<file path="config.mk">
export PLATFORM = sky130hd
export DESIGN_NAME = wave_capture
export DESIGN_NICKNAME = d
export VERILOG_FILES = /design/src/rtl/wave_capture_pkg.sv /design/src/rtl/wave_capture_rising_edge_detect.sv /design/src/rtl/wave_capture.sv
export SDC_FILE = /design/constraint.sdc
export NUM_CORES = 1
export LEC_CHECK = 0
export CORE_MARGIN = 4
export CORE_UTILIZATION = 43
export CTS_BUF_LIST = sky130_fd_sc_hd__clkbuf_8
export CTS_CLUSTER_DIAMETER = 80
export DETAILED_ROUTE_END_ITERATION = 10
export PLACE_DENSITY = 0.77
export SLEW_MARGIN = 40
export SYNTH_ARGS = -nofsm -noshare
export SYNTH_HDL_FRONTEND = slang
export SYNTH_SLANG_ARGS = --single-unit
</file>
<file path="constraint.sdc">
create_clock -name clk -period 1.4 [get_ports clk]
set_input_delay 0.35 -clock clk [delete_from_list [all_inputs] [get_ports clk]]
set_output_delay 0.35 -clock clk [all_outputs]
set_load 0.005 [all_outputs]
</file>
<file path="src/rtl/wave_capture_pkg.sv">
// Shared definitions for the wave capture stage: default widths, FSM state
// encoding and the zero-crossing predicate.
package wave_capture_pkg;

  localparam int unsigned SAMPLE_WIDTH_DEFAULT = 18;
  localparam int unsigned STORE_WIDTH_DEFAULT  = 8;
  localparam int unsigned ADDR_WIDTH_DEFAULT   = 8;

  typedef enum logic [1:0] {
    STATE_ARMED  = 2'd0,
    STATE_ACTIVE = 2'd1,
    STATE_WAIT   = 2'd2
  } state_t;

  // Positive-going crossing: previous sample negative, current non-negative.
  function automatic logic is_crossing(input logic prev_msb, input logic msb);
    return prev_msb & ~msb;
  endfunction

endpackage

</file>
<file path="src/rtl/wave_capture_rising_edge_detect.sv">
// Rising-edge detector: one flop holding the previous level plus an AND-NOT.
module rising_edge_detect (
  input  logic clk,
  input  logic reset,
  input  logic level,
  output logic rise_c
);

  logic level_q;

  always_ff @(posedge clk or negedge reset) begin
    if (!reset) begin
      level_q <= 1'b0;
    end else begin
      level_q <= level;
    end
  end

  assign rise_c = level & ~level_q;

endmodule

</file>
<file path="src/rtl/wave_capture.sv">
// Captures 256 samples after a positive zero crossing into the idle half of a
// double-buffered display RAM, flipping halves when the display goes idle.
module wave_capture
  import wave_capture_pkg::*;
#(
  parameter int unsigned SAMPLE_WIDTH = SAMPLE_WIDTH_DEFAULT,
  parameter int unsigned STORE_WIDTH  = STORE_WIDTH_DEFAULT,
  parameter int unsigned ADDR_WIDTH   = ADDR_WIDTH_DEFAULT
) (
  input  logic                    clk,
  input  logic                    reset,
  input  logic                    new_sample,
  input  logic [SAMPLE_WIDTH-1:0] sample,
  input  logic                    wave_display_idle,
  output logic                    write_enable,
  output logic [ADDR_WIDTH:0]     write_address,
  output logic [STORE_WIDTH-1:0]  write_sample,
  output logic                    read_index
);

  state_t                 state;
  logic [ADDR_WIDTH-1:0]  count;
  logic                   prev_msb;
  logic                   idle_edge;
  logic                   idle_rise_c;
  logic                   sample_msb_c;
  logic                   crossing_c;
  logic [STORE_WIDTH-1:0] store_c;
  logic                   unused_low_bits;

  rising_edge_detect u_idle_edge (
    .clk    (clk),
    .reset  (reset),
    .level  (wave_display_idle),
    .rise_c (idle_rise_c)
  );

  assign sample_msb_c = sample[SAMPLE_WIDTH-1];
  assign crossing_c   = new_sample & is_crossing(prev_msb, sample_msb_c);

  // Offset binary: invert the sign bit and keep the next most significant bits.
  assign store_c = {~sample_msb_c, sample[SAMPLE_WIDTH-2 -: STORE_WIDTH-1]};

  // Bits below the stored field are discarded by truncation.
  assign unused_low_bits = ^sample[SAMPLE_WIDTH-STORE_WIDTH-1:0];

  always_ff @(posedge clk or negedge reset) begin
    if (!reset) begin
      state         <= STATE_ARMED;
      count         <= '0;
      prev_msb      <= 1'b0;
      idle_edge     <= 1'b0;
      read_index    <= 1'b0;
      write_enable  <= 1'b0;
      write_address <= '0;
      write_sample  <= '0;
    end else begin
      write_enable <= 1'b0;
      idle_edge    <= idle_rise_c;
      if (new_sample) begin
        prev_msb <= sample_msb_c;
      end

      case (state)
        STATE_ARMED: begin
          if (crossing_c) begin
            write_enable  <= 1'b1;
            write_address <= {~read_index, ADDR_WIDTH'(0)};
            write_sample  <= store_c;
            count         <= ADDR_WIDTH'(1);
            state         <= STATE_ACTIVE;
          end
        end

        STATE_ACTIVE: begin
          if (new_sample) begin
            write_enable  <= 1'b1;
            write_address <= {~read_index, count};
            write_sample  <= store_c;
            count         <= count + ADDR_WIDTH'(1);
            if (count == '1) begin
              state <= STATE_WAIT;
            end
          end
        end

        // Only an idle edge evaluated here flips the halves; earlier ones are dropped.
        STATE_WAIT: begin
          if (idle_edge) begin
            read_index <= ~read_index;
            state      <= STATE_ARMED;
          end
        end

        default: begin
          count <= '0;
          state <= STATE_ARMED;
        end
      endcase
    end
  end

endmodule

</file>
Yosys cells after proc, flatten, opt, wreduce, memory -nomap -nowiden
Index checks and enable logic that the tools add are counted.

Input port bits: 22. Register bits: 32.

Muxes and demuxes: 17. Bitwise operators: 7. Equality and inequality tests: 7. Reduce and logical (&&, ||, !) cells: 6. $add $sub $neg: 1.

Operators by type and width (count): 8-bit two-way mux (4); 8-bit one-hot mux with 3 select lines (1); 9-bit two-way mux (2); 9-bit one-hot mux with 2 select lines (1); 8-bit one-hot mux with 2 select lines (1); 8-bit by 1-bit adder with 8-bit output (second input constant) (1); 8-bit == test (second input constant) (1); 2-bit two-way mux (4); 2-bit != test (second input constant) (4); 2-bit one-hot mux with 3 select lines (1); 3-bit AND reduction (2); 1-bit NOT (4); 4-bit AND reduction (1); 1-bit AND (3); 2-bit by 1-bit == test with 1-bit output (second input constant) (1); 2-bit == test (second input constant) (1); 2-bit zero test (1); 1-bit two-way mux (2); 1-bit one-hot mux with 2 select lines (1); 2-bit AND reduction (1); 2-bit nonzero test (1).

Depth between registers and ports, before layout
Gate-level depths: netlist of the first run.

Depth in word-level cells: 5. Mapped depth: 5. Depth with buffers taken out: 4.

Cells and area by module
From an unflattened synthesis of the first run, not the netlist that was laid out.

Cell total of the unflattened synthesis: 107. Area total of the unflattened synthesis: 1385.1 um2.

Modules (own cells, without submodules): wave_capture (cells each 105, seq. area each 775.7 um2, area each 1346.3 um2, instances 1); rising_edge_detect (cells each 2, seq. area each 25.0 um2, area each 38.8 um2, instances 1).

Least setup slack after synthesis of the first run
No wires, ideal clock.

Kind: register -> register. From: register state[1]. To: register count[6]. Cell stages (with the launch flop): 4. Period minus slack after synthesis: 1431 ps. Slack: -31 ps. Arrival time: 1307 ps. Data required time: 1276 ps. Cells stage by stage: dfrtp_1 or3b_4 a21o_1 a211o_1.

Word-level cells in the longest chain between the ends: 3. Elaborated cells between the ends (all ways): 8. Those cells by class: 4 x eq/ne; 1 x mux; 1 x bitwise; 2 x reduce/logical.

Ends and longest elaborated chain: start: declaration (RTL line wave_capture.sv:21) `state_t state;`; start signal: assignment (RTL line wave_capture.sv:49) `state <= STATE_ARMED;`; start signal: assignment (RTL line wave_capture.sv:71) `state <= STATE_ACTIVE;`; start signal: assignment (RTL line wave_capture.sv:82) `state <= STATE_WAIT;`; 2-bit by 1-bit == test with 1-bit output (tied with other cells) (RTL line wave_capture.sv:64) `case (state)`; 2-bit != test (no line) or 1-bit NOT (tied branches); 3-bit AND reduction (no line); end signal: assignment (RTL line wave_capture.sv:80) `count <= count + ADDR_WIDTH'(1);`; end: declaration (RTL line wave_capture.sv:22) `logic [ADDR_WIDTH-1:0] count;`.

Several ways; a longest one is shown, not always the timed one. A chain may end at the register's enable or synchronous reset.

Worst setup path in the final report of the first run
Ends and elaborated chain as after synthesis.

==> flow_metrics.py, run 1 <==
metrics = {
    "critical_path": {
        "slowest_stage": "or3b_4",
        "ff2ff_path_depth": 3,
        "path_class": "flip-flop to flip-flop",
        "path_max_fanout": 4,
        "path_buf_inv": 0,
        "cp_cell_sequence": "or3b_4, a21o_1, a211o_1",
        "worstReg2RegEnd": "count[6]",
        "timing.rr.start": "state[1]",
        "slowest_delay_ns": 0.42,
        "crit_family": "compound AO/OA/AOI/OAI gates",
        "required_ns": 1.57,
        "rrSetupSlack_ns": -0.02,
        "setup.worst_path.end_class": "flip-flop",
        "arrival_ns": 1.59,
        "cp-start-kind": "flip-flop",
    },
    "sta": {
        "slew_headroom": 0.776,
        "fmax_mhz": 706,
        "hold_viol": 0,
        "fin_crit_ns": 1.42,
        "final.period_utilization": 1.01,
        "setup_violations": 1,
        "tns_ns": -0.0164,
        "worstMarginPinSlew_ns": 0.334,
        "layout_setup_ws_ns": -0.0164,
        "slew_violations": 0,
        "rsz0062_at_grt": "true",
        "clock_skew_ns": 0.00538,
    },
    "drt": {
        "via_count": 1090,
        "ant_nets": 0,
        "drc": 0,
        "drt-total-wl_um": 3050,
        "drt_iter0_markers": 40,
        "drt_pass1_iterations": 4,
        "via_per_inst": 5.27,
        "routedWlPerCell_um": 14.7,
    },
    "cells_and_area": {
        "fill_cells": 238,
        "drive_above_1_share": 0.264,
        "multi_input_comb_area_sq_um": 514,
        "nets": 185,
        "area_growth_pct": 44.5,
        "num_antenna_cells": 0,
        "seqCellArea_sq_um": 801,
    },
    "die": {
        "die_area_sq_mm": 0.00411,
        "placementRows": 20,
        "core_sq_mm": 0.00303,
        "num_io_pins": 41,
        "start_util": 0.448,
        "fp.dieH_um": 64.1,
        "die_w_um": 64.1,
    },
    "synth": {
        "ys_types": 37,
        "synth-edff-count": 0,
        "synth_top_area_frac": 0.591,
        "ys_ff_latch": 32,
        "netlist_instances": 107,
        "yosysTopAreaCell": "dfrtp_1",
        "postSynth.asyncResetShare": 1.00,
        "synth_ff_type": "dfrtp_1",
        "synth_seq_area_share": 0.591,
        "postSynthAreaPerCell_sq_um": 12.7,
        "synth.most_common_cell": "dfrtp_1",
        "synth_area_sq_mm": 0.00136,
        "yosys_warnings": 0,
        "synth_fp_nets": 130,
        "synth_common_cells": "32 x dfrtp_1, 9 x mux2_2, 8 x inv_1",
        "synthTopCellsByArea": "dfrtp_1 59%, mux2_2 7.5%, a22o_1 4.5%, mux2i_1 2.2%, inv_1 2.2%",
    },
    "clock_tree": {
        "cts_tree": "built",
        "cts_sinks": 32,
        "ctsLongestPathBuffers": 2,
        "cts_hold_buf": 0,
        "clkLatencyLatePin_ns": 0.28,
        "h-tree-depth": 2,
        "numCtsBuffers": 5,
        "path_clk_slew_ns": 0.07,
        "cts_root_buf": "clkbuf_8",
    },
    "global_routing": {
        "grt_start_max_net_pins": 33,
        "grt_pass1_vias": 1057,
        "grt_usage": 0.164,
        "grt_first_pass_wirelength_um": 5200,
        "antenna_found_initial": 0,
        "gr-total-overflow": 0,
    },
    "power": {
        "power_w": 0.00284,
        "powerDensity_mw_per_mm2": 1450,
        "vdd_drop_max_v": 0.000888,
        "total_leakage_power_nw": 0.963,
    },
    "run": {
        "maxCapViolCount": 0,
    },
    "placement": {
        "place_congestion": 0.817,
        "hpwl_um": 2130,
        "port-buffer-count": 30,
    },
    "worst_hold_path": {
        "worstHoldPathType": "flip-flop to flip-flop",
        "min-delay-start": "u_idle_edge.level_q",
        "whs_path_depth": 1,
        "hold_end": "idle_edge",
    },
    "run_status": {
        "violations": "negative setup slack",
        "outcome": "complete, but fails checks",
    },
}
-- worst max path at each step --
stage	slack [ns]	startpoint	cells after the start	end
2_1_floorplan	0.01	state[1]	3	count[6]
3_3_place_gp	-0.44	sample[17]	4	count[6]
3_5_place_dp	-0.46	sample[17]	4	count[6]
4_1_cts	-0.0007	new_sample	5	write_sample[2]
5_1_grt	-0.03	state[1]	3	count[6]
6_report	-0.02	state[1]	3	count[6]
-- where the power goes --
group	switching (W)	leakage, nW	total [W]	internal, W
Clock	0.000316	0.0538	0.000702	0.000385
Sequential	0.000206	0.389	0.00136	0.00115
Combinational	0.000295	0.521	0.000778	0.000483
Total	0.000818	0.963	0.00284	0.00202
-- flip-flops by register name (all words and copies together), names as in the netlist --
register / flops
read_index: 1
write_sample: 8
write_address: 9
state: 2
count: 8
idle_edge: 1
write_enable: 1
prev_msb: 1
u_idle_edge.level_q: 1
-- final cells by class --
| type | count | share of cell area |
|---|---|---|
| clock buffers | 6 | 0.0422 |
| clock inverters | 2 | 0.00383 |
| inverters | 8 | 0.0153 |
| multi-input cells | 64 | 0.263 |
| flip-flops and latches | 32 | 0.409 |
| well taps | 44 | 0.0281 |
| repair buffers | 51 | 0.239 |
-- timing repair --
action,CTS,global route
setup buffers,4,5
endpoints found under the setup margin,42,12
cloned,0,0
gates resized for setup,23,2
-- cell usage in the layout, fill, tap and decap left out, types with 3 or more instances in the layout --
cell,instances
a21oi_1,3
a22o_1,7
a31oi_1,3
buf_4,17
clkbuf_8,6
clkdlybuf4s50_1,9
dfrtp_1,32
dlygate4sd2_1,20
inv_1,10
mux2_2,8
mux2i_1,3
nand2_1,4
nand3_1,4
-- layer usage --
metal / routed length (um) / vias up / GRT usage
li1: - / 507 / -
met1: 1310 / 554 / 0.205
met2: 1590 / 25 / 0.266
met3: 112 / 4 / 0.0545
met4: 32 / 0 / 0.0554
met5: 0 / - / 0
-- stage by stage --
| stage | std cells | hold slack [ns] | instance area (sq um) | utilization | setup slack, ns |
|---|---|---|---|---|---|
| final | 207 | 0.399 | 1960 | 0.647 | -0.0164 |
| after CTS | 202 | 0.402 | 1910 | 0.631 | -0.000683 |
| after detailed placement | 190 | 0.394 | 1810 | 0.596 | -0.459 |
| after floorplan | 107 | 0.0544 | 1360 | - | 0.0122 |
| after global routing | 207 | 0.412 | 1960 | 0.647 | -0.0336 |
| after global placement | 190 | 0.389 | 1810 | 0.596 | -0.440 |
-- kinds of logic (layout without fill, tap and decap cells) --
logic type,Yosys count,in the layout,synth area share
adders and majority gates,1,1,0.00923
DFF,32,32,0.591
AOI/OAI and AO/OA,28,28,0.163
and+or+nand+nor,22,22,0.0970
buffers and inverters,11,67,0.0369
muxes,12,12,0.0970
xor gates and xnor gates,1,1,0.00646
(Power assumes the default switching activity.)
==> run 2: changes to the inputs <==
--- a/config.mk
+++ b/config.mk
@@ -5,12 +5,12 @@
 export SDC_FILE = /design/constraint.sdc
 export NUM_CORES = 1
 export LEC_CHECK = 0
-export CORE_MARGIN = 4
 export CORE_UTILIZATION = 43
 export CTS_BUF_LIST = sky130_fd_sc_hd__clkbuf_8
 export CTS_CLUSTER_DIAMETER = 80
 export DETAILED_ROUTE_END_ITERATION = 10
 export PLACE_DENSITY = 0.77
+export SETUP_SLACK_MARGIN = 0.4
 export SLEW_MARGIN = 40
 export SYNTH_ARGS = -nofsm -noshare
 export SYNTH_HDL_FRONTEND = slang
==> run 2 against run 1 <==
  * The flow still finishes with violations (negative setup slack)
  * Register-to-register slack got worse by 0.04 ns
  * Routed wire length grew 10%
  * Highest routed layer unchanged
  * Non-clock buffer count grew 16
  * Setup slack got worse by 0.038 ns
  * Hold slack better by 0.0032 ns
  * Via count rose by 3.5%
  * Global-route usage rose by 4.0 points
==> flow_metrics.py, run 2 (synthesis gave the netlist of run 1 again) <==
metrics = {
    "power": {
        "pwr-share-seq": 0.449,
        "total_leakage_power_nw": 1.05,
        "pwr-share-comb": 0.305,
        "vdd_drop_max_v": 0.000920,
        "power_w": 0.00305,
        "powerDensity_mw_per_mm2": 1430,
        "swShare": 0.287,
        "switching_power_w": 0.000877,
        "pwr-share-clk": 0.247,
        "internal-power_w": 0.00217,
    },
    "cells_and_area": {
        "largest_reg_flops": 9,
        "largest_registers": "write_address x9, count x8, write_sample x8",
        "nets": 201,
        "drive_above_1_share": 0.494,
        "final_util": 0.706,
        "fill_cells": 225,
        "multi_input_comb_area_sq_um": 603,
        "final_common_cell": "dfrtp_1",
        "seqCellArea_sq_um": 802,
        "area_growth_pct": 57.8,
        "num_antenna_cells": 0,
        "layout_common_cells": "31 x dfrtp_1, 28 x buf_4, 19 x buf_2",
        "finalNonFillerCells": 222,
        "regMostFlops": "write_address",
    },
    "placement": {
        "port-buffer-count": 30,
        "dp_cells": 190,
        "pre_cts_slack_ns": -0.407,
        "place_congestion": 0.782,
        "hpwl_um": 1900,
    },
    "critical_path": {
        "arrival_ns": 1.62,
        "path_class": "flip-flop to flip-flop",
        "path_max_fanout": 4,
        "timing.rr.start": "state[1]",
        "critPathLaunch": "state[1]",
        "cp-start-kind": "flip-flop",
        "endpoint": "count[6]",
        "ff2ff_path_depth": 3,
        "rrSetupSlack_ns": -0.05,
        "worstReg2RegEnd": "count[6]",
        "required_ns": 1.56,
        "setup.worst_path.end_class": "flip-flop",
    },
    "clock_tree": {
        "ctsLongestPathBuffers": 2,
        "clkLatencyLatePin_ns": 0.28,
        "h-tree-depth": 2,
        "path_clk_slew_ns": 0.06,
        "cts_tree": "built",
        "numCtsBuffers": 5,
        "cts_sinks": 32,
        "cts_root_buf": "clkbuf_8",
    },
    "drt": {
        "routedWlPerCell_um": 15.1,
        "via_per_inst": 5.08,
        "via_count": 1128,
        "drc": 0,
        "ant_nets": 0,
        "drt_pass1_iterations": 4,
        "drt_iter0_markers": 68,
        "drt-total-wl_um": 3350,
    },
    "die": {
        "core_sq_mm": 0.00303,
        "start_util": 0.448,
        "placementRows": 20,
        "die_area_sq_mm": 0.00338,
        "fp.dieH_um": 58.1,
        "die_w_um": 58.1,
        "num_io_pins": 41,
    },
    "sta": {
        "slew_violations": 0,
        "setup_violations": 1,
        "rsz0062_at_grt": "true",
        "hold_viol": 0,
        "worstMarginPinSlew_ns": 0.392,
        "fin_crit_ns": 1.45,
        "fmax_mhz": 688,
        "final.period_utilization": 1.04,
        "layout_setup_ws_ns": -0.0545,
        "tns_ns": -0.0545,
        "clock_skew_ns": 0.00398,
        "slew_headroom": 0.738,
    },
    "worst_hold_path": {
        "worstHoldPathType": "flip-flop to flip-flop",
        "whs_path_depth": 1,
    },
    "global_routing": {
        "grt_pass1_vias": 1102,
        "grt_first_pass_wirelength_um": 4950,
        "antenna_found_initial": 0,
        "gr-total-overflow": 0,
        "grt_start_max_net_pins": 33,
        "grt_usage": 0.204,
    },
    "run_status": {
        "outcome": "complete, but fails checks",
        "violations": "negative setup slack",
    },
    "run": {
        "maxCapViolCount": 0,
    },
}
run 2: power groups by stage:
stage / Clock [W] / Combinational, W / Sequential (W)
global placement: 0 / 0.000785 / 0.00136
floorplan: 0 / 0.000373 / 0.00135
finish: 0.000753 / 0.000930 / 0.00137
global route: 0.000816 / 0.00101 / 0.00140
CTS: 0.000765 / 0.000848 / 0.00136
detailed placement: 0 / 0.000807 / 0.00137
run 2: cell type report:
class | instances | area share
well taps | 44 | 0.0257
clock buffers | 7 | 0.0451
repair buffers | 67 | 0.257
multi-input cells | 64 | 0.282
inverters | 8 | 0.0152
flip-flops and latches | 32 | 0.375
run 2: layer usage:
layer	GRT usage	up-vias	wire length, um
met5	0	-	0
met4	0.0816	0	38
met3	0.0625	6	144
met2	0.346	37	1760
met1	0.240	551	1420
li1	-	534	-
run 2: metrics by stage:
stage	cell area, sq um	hold slack (ns)
floorplan	1410	0.0544
global placement	1850	0.389
detailed placement	1850	0.399
CTS	2050	0.407
global route	2140	0.439
finish	2140	0.402
run 2: repair_timing:
action,4_1_cts,5_1_grt
pin swaps,7,8
resized for setup,91,6
endpoints found under the setup margin,49,48
gates cloned,1,0
buffers inserted,15,9
hold buffers,0,0
run 2: how the worst min path moves through the flow:
stage	end	slack, ns	startpoint
final	idle_edge	0.40	u_idle_edge.level_q
after floorplan	count[0]	0.05	reset
after CTS	idle_edge	0.41	u_idle_edge.level_q
after global placement	idle_edge	0.39	u_idle_edge.level_q
after detailed placement	idle_edge	0.40	u_idle_edge.level_q
after global routing	idle_edge	0.44	u_idle_edge.level_q
run 2: worst max-delay path, cell delays in order (launching register included):
cell and delay (ns):
dfrtp_1 0.40, or3b_4 0.41, a21o_1 0.23, a211o_1 0.29
